--- src/rtl/booth_mult_sched.sv ---
// Radix-2 Booth multiplier shared by two requesters through an arbiter.
// Define BOOTH_SCHED_FIXED_PRIO_EN for fixed priority (requester 0 wins).
module booth_mult_sched #(
  parameter int WIDTH = 4
) (
  input  logic               clk,
  input  logic               rst,
  input  logic [1:0]         req_valid,
  output logic [1:0]         req_ready,
  input  logic [2*WIDTH-1:0] req_x,
  input  logic [2*WIDTH-1:0] req_y,
  output logic               res_valid,
  input  logic               res_ready,
  output logic               res_id,
  output logic [2*WIDTH-1:0] res_z,
  output logic               busy
);

  localparam int CW = $clog2(WIDTH + 1);
  localparam logic [CW-1:0] LAST = CW'(WIDTH - 1);

  localparam logic [1:0] S_IDLE = 2'd0;
  localparam logic [1:0] S_LOAD = 2'd1;
  localparam logic [1:0] S_ITER = 2'd2;
  localparam logic [1:0] S_DONE = 2'd3;

  logic [1:0]       state;
  logic [WIDTH:0]   a;
  logic [WIDTH-1:0] q;
  logic [WIDTH-1:0] m;
  logic             q_1;
  logic             id;
  logic [CW-1:0]    cnt;

  logic             grant;
  logic             xfer;
  logic [WIDTH-1:0] sel_x;
  logic [WIDTH-1:0] sel_y;
  logic [WIDTH:0]   m_ext;
  logic [WIDTH:0]   sum;

`ifdef BOOTH_SCHED_FIXED_PRIO_EN
  assign grant = ~req_valid[0];
`else
  logic ptr;

  // Contention goes to the pointer side; a lone requester always wins.
  always_comb begin
    if (req_valid == 2'b11) grant = ptr;
    else                    grant = ~req_valid[0];
  end

  always_ff @(posedge clk) begin
    if (rst)       ptr <= 1'b0;
    else if (xfer) ptr <= ~grant;
  end
`endif

  always_comb begin
    req_ready = 2'b00;
    if (state == S_IDLE && !rst && |req_valid)
      req_ready = grant ? 2'b10 : 2'b01;
  end

  assign xfer  = |(req_valid & req_ready);
  assign sel_x = grant ? req_x[2*WIDTH-1:WIDTH] : req_x[WIDTH-1:0];
  assign sel_y = grant ? req_y[2*WIDTH-1:WIDTH] : req_y[WIDTH-1:0];

  // A carries one guard bit so -2^(WIDTH-1) as M cannot overflow.
  always_comb begin
    m_ext = {m[WIDTH-1], m};
    unique case (1'b1)
      q[0] & ~q_1: sum = a - m_ext;
      ~q[0] & q_1: sum = a + m_ext;
      default:     sum = a;
    endcase
  end

  always_ff @(posedge clk) begin
    if (rst) begin
      state <= S_IDLE;
      a     <= '0;
      q     <= '0;
      m     <= '0;
      q_1   <= 1'b0;
      id    <= 1'b0;
      cnt   <= '0;
    end else begin
      case (state)
        S_IDLE: begin
          if (xfer) begin
            m     <= sel_y;
            q     <= sel_x;
            id    <= grant;
            state <= S_LOAD;
          end
        end
        S_LOAD: begin
          a     <= '0;
          q_1   <= 1'b0;
          cnt   <= '0;
          state <= S_ITER;
        end
        S_ITER: begin
          a   <= {sum[WIDTH], sum[WIDTH:1]};
          q   <= {sum[0], q[WIDTH-1:1]};
          q_1 <= q[0];
          cnt <= cnt + 1'b1;
          if (cnt == LAST) state <= S_DONE;
        end
        S_DONE: begin
          if (res_ready) state <= S_IDLE;
        end
        default: state <= S_IDLE;
      endcase
    end
  end

  assign res_valid = (state == S_DONE);
  assign busy      = (state != S_IDLE);
  assign res_id    = id;
  assign res_z     = {a[WIDTH-1:0], q};

endmodule
--- config.mk ---
export PLATFORM = sky130hd
export DESIGN_NAME = booth_mult_sched
export DESIGN_NICKNAME = d
export VERILOG_FILES = /design/src/rtl/booth_mult_sched.sv
export SDC_FILE = /design/constraint.sdc
export NUM_CORES = 1
export LEC_CHECK = 0
export CAP_MARGIN = 10
export CORE_MARGIN = 5
export CORE_UTILIZATION = 40
export CTS_CLUSTER_SIZE = 30
export DETAILED_ROUTE_END_ITERATION = 6
export GPL_ROUTABILITY_DRIVEN = 0
export PLACE_DENSITY = 0.77
export SYNTH_ARGS = -nofsm -noshare
export SYNTH_HDL_FRONTEND = slang
export SYNTH_SLANG_ARGS = --single-unit
--- constraint.sdc ---
create_clock -name clk -period 1.9 [get_ports clk]
set_input_delay 0.57 -clock clk [delete_from_list [all_inputs] [get_ports clk]]
set_output_delay 0.57 -clock clk [all_outputs]
set_load 0.02 [all_outputs]
* Word-level counts from Yosys, hierarchy flattened *
Index checks and enable logic that the tools add are counted.

word-level totals
  flip-flop bits (word level) = 21
  latch bits = 0
  RAM bits = 0
  bits in read-only memories = 0
  input bits = 21
  output and inout port bits = 13
  logic and storage cells = 53
  memories kept = 0

operators by class
  add/sub/neg operators = 3
  multiply operators = 0
  divide/modulo/power cells = 0
  order comparisons = 0
  equality and inequality tests = 8
  shift operators = 0
  mux-type cells = 15
  bitwise logic cells = 7
  reductions and logical operators = 12

operators by type and width
  cell                                                 count
  one-hot mux 5 bit (2 select lines)                   2
  2-to-1 mux 4 bit                                     3
  2-to-1 mux 2 bit                                     5
  one-hot mux 2 bit (4 select lines)                   1
  one-hot mux 4 bit (2 select lines)                   1
  equality test 2 bit, second input constant           3
  one-hot mux 3 bit (2 select lines)                   1
  nonzero test 2 bit                                   3
  adder 5 bit                                          1
  subtractor 5 bit                                     1
  != test 2 bit, second input constant                 2
  inverter 1 bit                                       4
  AND reduction 2 bit                                  2
  OR reduction 2 bit                                   2
  adder 3 x 1 -> 3 bit, second input constant          1
  equality test 3 x 2 -> 1 bit, second input constant  1
  AND reduction 3 bit                                  1
  AND 1 bit                                            2
  AND 2 bit                                            1
  equality test 2 x 1 -> 1 bit, second input constant  1
  logical AND 1 bit                                    2
  logical NOT 2 bit                                    1
  != test 2 x 1 -> 1 bit, second input constant        1
  one-hot mux 1 bit (2 select lines)                   1
  2 further kinds                                      2

* Depth between registers and ports, before layout *
  word-level depth = 8
  gate-level depth with buffers = 10
  mapped depth without buffers = 10

* Least setup slack after synthesis *
No wires, ideal clock.

  kind = reg-to-reg
  start point = register q[0]
  end point = register a[3]
  setup time = 0.116 ns
  data arrival time = 2.020 ns
  required time = 1.784 ns
  path slack = -0.237 ns
  stages on the path, launching flop included = 11
  buffers on the path = 0
  period minus slack after synthesis = 2.137 ns
  cell sequence = dfxtp_1 -> inv_1 -> ha_1 -> mux2_2 -> inv_1 -> fa_1 -> inv_1 -> a21o_1 -> a21oi_1 -> xnor2_1 -> a31o_2

between the ends
  word-level cells in the longest chain between the ends = 4
  elaborated cells between the ends (all ways) = 5

RTL lines
  element                                 RTL line  RTL
  start: declaration                      29        logic [WIDTH-1:0] q;
  start signal: assignment                93        q <= sel_x;
  start signal: assignment                106       q <= {sum[0], q[WIDTH-1:1]};
  inverter 1 bit                          74        ~q[0] & q_1: sum = a + m_ext;
  AND 1 bit                               74
  one-hot mux 5 bit (2 select lines) (*)  72        unique case (1'b1)
  one-hot mux 5 bit (2 select lines) (*)  89        case (state)
  end signal: assignment                  105       a <= {sum[WIDTH], sum[WIDTH:1]};
  end: declaration                        28        logic [WIDTH:0] a;

Mark *: on every way between the ends. The rest lies on a longest branch, timed or not.
A chain may end at the register's enable or synchronous reset.

* Worst setup path after layout *
  start point = input rst
  end point = output req_ready[0]

between the ends
  word-level cells in the longest chain between the ends = 4

RTL lines
  element                         RTL line  RTL
  start: declaration              7         input logic rst,
  logical NOT 1 bit               61        if (state == S_IDLE && !rst && |req_valid)
  logical AND 1 bit (2 in a row)  61
  2-to-1 mux 2 bit                61
  end: declaration                9         output logic [1:0] req_ready,

No other way between the ends.

==> flow_metrics.py <==
metrics = {
    "sta": {
        "post-route-period-util_pct": 100,
        "drv_slew": 0,
        "setup_ws_ns": -0.00566,
        "finalHoldViolations": 0,
        "fmax_mhz": 525,
        "hold_ws_ns": 0.481,
        "period_minus_slack_ns": 1.91,
        "setup-violations-final": 1,
        "worst_pin_slew_ns": 0.423,
        "rsz0062_at_grt": "yes",
        "fin_worst_skew_ns": 0.0184,
        "maxSlewHeadroom_pct": 71.0,
    },
    "clock_tree": {
        "clock_sinks": 20,
        "cts_root_buf": "clkbuf_4",
        "clk_path_buf_depth": 2,
        "cts_inserted_buffers": 3,
        "cts_tree": "done",
        "cts_htree_levels": 1,
        "cts_hold_buf": 0,
        "clk_latency_ns": 0.31,
        "path_clk_slew_ns": 0.13,
    },
    "placed_design": {
        "io_buffers": 33,
        "post-place-cells": 252,
        "dp_hpwl_mm": 2.30,
    },
    "worst_setup_path": {
        "r2r_setup_slack_ns": 0.03,
        "setup.worst_path.class": "in2out",
        "cp-start-kind": "input pin",
        "crit_arrival_ns": 1.34,
        "worstPathMaxFanout": 3,
        "endpoint_kind": "output pin",
        "required_ns": 1.33,
    },
    "routing": {
        "routed_wl_mm": 3.04,
        "vias": 1230,
        "vias_per_cell": 4.73,
        "drtPass1Iterations": 4,
        "wire_per_inst_um": 11.7,
        "dr.first_iter.drc_count": 30,
        "postRouteAntennaNets": 0,
        "drc": 0,
    },
    "floorplan": {
        "die_y_um": 67.6,
        "core-area_um2": 3280,
        "dieWidth_um": 67.6,
        "rows": 21,
        "num_io_pins": 34,
        "die-area_um2": 4570,
        "initial_core_util_pct": 40.5,
    },
    "global_routing": {
        "grt_pass1_wl_mm": 5.02,
        "grt_pass1_vias": 1175,
        "grt_max_degree": 21,
        "gr-total-overflow": 0,
        "grt_usage_pct": 14.3,
        "antenna_found_initial": 0,
    },
    "layout": {
        "stdcell_count": 260,
        "drive_gt1_share_pct": 27.1,
        "layout_commonest_cell": "buf_4",
        "diodes": 0,
        "area_growth_syn_to_layout_pct": 47.8,
        "mostFrequentLayoutCells": "buf_4, nor2_1, clkdlybuf4s50_1, a21oi_1, dfxtp_1",
        "fin_nets": 250,
    },
    "yosys": {
        "yosys.area_share.simple_pct": 16.9,
        "ys_ff_latch": 20,
        "seq_area_frac_synth_pct": 30.1,
        "yosysWarningCount": 0,
        "synth_top_family_by_area": "compound AO/OA/AOI/OAI gates",
        "synth-xor-area-share_pct": 3.95,
        "yosys.area_share.adder_pct": 13.7,
        "synth.distinct_cells": 33,
        "synthMuxAreaShare_pct": 9.98,
        "postSynthAreaPerCell_um2": 8.25,
        "netlist_instances": 161,
        "synth_compound_area_share_pct": 17.8,
        "synth_area_um2": 1330,
        "syn-num-nets": 196,
    },
    "power_and_ir_drop": {
        "p_int_mw": 1.30,
        "p_leak_nw": 0.946,
        "p_sw_mw": 0.893,
        "power.total_mw": 2.19,
        "swShare_pct": 40.7,
        "p_clk_share_pct": 9.9,
        "power.density_nw_per_um2": 1120,
        "ir_drop_uv": 775,
        "sequentialPowerShare_pct": 25.9,
        "p_comb_share_pct": 64.2,
    },
    "status": {
        "outcome": "finished with violations",
        "violations": "setup timing",
    },
    "worst_hold_path": {
        "hold_class": "reg2reg",
    },
    "run": {
        "cap_violations": 0,
    },
}
[flip-flops by register name, summed over array words and instances (netlist names)]
register / count
res_id: 1
cnt: 3
ptr: 1
q_1: 1
m: 4
q: 4
state: 2
a: 4
[worst paths after layout]
kind	from	end	depth (start not counted)
max	rst	req_ready[0]	4
min	cnt[1]	cnt[1]	2
max reg2reg	m[1]	a[3]	10
min reg2reg	cnt[1]	cnt[1]	2
[power groups by stage]
| stage | clock, mW | combinational (mW) | sequential (mW) |
|---|---|---|---|
| after floorplan | 0 | 0.742 | 0.605 |
| final | 0.218 | 1.41 | 0.567 |
| after global placement | 0 | 1.27 | 0.561 |
| after detailed placement | 0 | 1.28 | 0.564 |
| after CTS | 0.222 | 1.34 | 0.565 |
| after global routing | 0.242 | 1.56 | 0.578 |
[critical path, cell delays in order]
cell,delay (ns)
clkdlybuf4s15_2,0.20
o21ba_4,0.27
and3_4,0.19
buf_6,0.11
[through the flow]
stage                     setup TNS (ns)  cell area (um^2)  worst slack [ns]  util [%]
after detailed placement           -3.91              1840            -0.834      56.0
final                           -0.00566              1960          -0.00566      59.8
after global routing              -0.234              1960           -0.0629      59.8
after CTS                        -0.0146              1910           -0.0146      58.3
after floorplan                        0              1350           0.00502         -
after global placement             -3.70              1840            -0.818      56.0
[cell type report]
| type | instances | area, um^2 |
|---|---|---|
| Clock buffer | 4 | 26.3 |
| Fill cell | 309 | 1320 |
| Inverter | 18 | 67.6 |
| Multi-Input combinational cell | 117 | 908 |
| Sequential cell | 20 | 409 |
| Tap cell | 46 | 57.6 |
| Timing Repair Buffer | 55 | 495 |
[Yosys cell counts]
library cell / n / area share (%)
a21oi_1: 17 / 6.4
clkbuf_1: 2 / 0.57
mux2i_1: 11 / 8.3
dfxtp_1: 20 / 30
a21boi_2: 1 / 0.85
a31o_2: 1 / 0.66
and3_2: 1 / 0.57
buf_6: 1 / 0.85
nand2_1: 13 / 3.7
xnor2_1: 3 / 2.0
fa_1: 1 / 1.5
mux2_2: 2 / 1.7
buf_2: 1 / 0.38
nand2_8: 1 / 1.5
nor2_1: 21 / 5.9
and2_1: 2 / 0.94
or3_1: 1 / 0.47
o21ai_1: 4 / 1.5
o21ai_0: 2 / 0.75
nand3_1: 3 / 1.1
inv_1: 18 / 5.1
ha_1: 13 / 12
and2b_1: 2 / 1.1
nand2b_1: 1 / 0.47
nor3_1: 3 / 1.1
buf_1: 2 / 0.57
a211oi_1: 4 / 2.3
a21o_1: 2 / 1.1
a2111oi_0: 1 / 0.66
o21ba_4: 1 / 1.2
xor2_1: 3 / 2.0
o22ai_1: 2 / 0.94
a21boi_4: 1 / 1.4
[cell families after synthesis]
| logic type | count (synthesis) |
|---|---|
| AO/OA/AOI/OAI | 36 |
| XOR/XNOR | 6 |
| adder cells (fa/ha/maj) | 14 |
| buffers and inverters | 24 |
| flip-flops | 20 |
| multiplexers | 13 |
| AND/OR/NAND/NOR | 48 |
[what timing repair did]
item	in CTS	in global routing
setup buffers	2	2
pin swaps	8	8
resized for setup	48	12
endpoints found under the hold margin	0	0
setup endpoints to repair	11	12
[routing by layer]
metal / up-vias / GRT usage (%) / wire, um / share of wire (%)
met4: 0 / 4.56 / 17 / 0.56
met5: - / 0 / 0 / 0
met2: 26 / 24.7 / 1520 / 50
li1: 648 / - / - / -
met3: 2 / 2.83 / 165 / 5.4
met1: 554 / 17.6 / 1340 / 44
No activity file was read; power rests on OpenSTA's default activity.
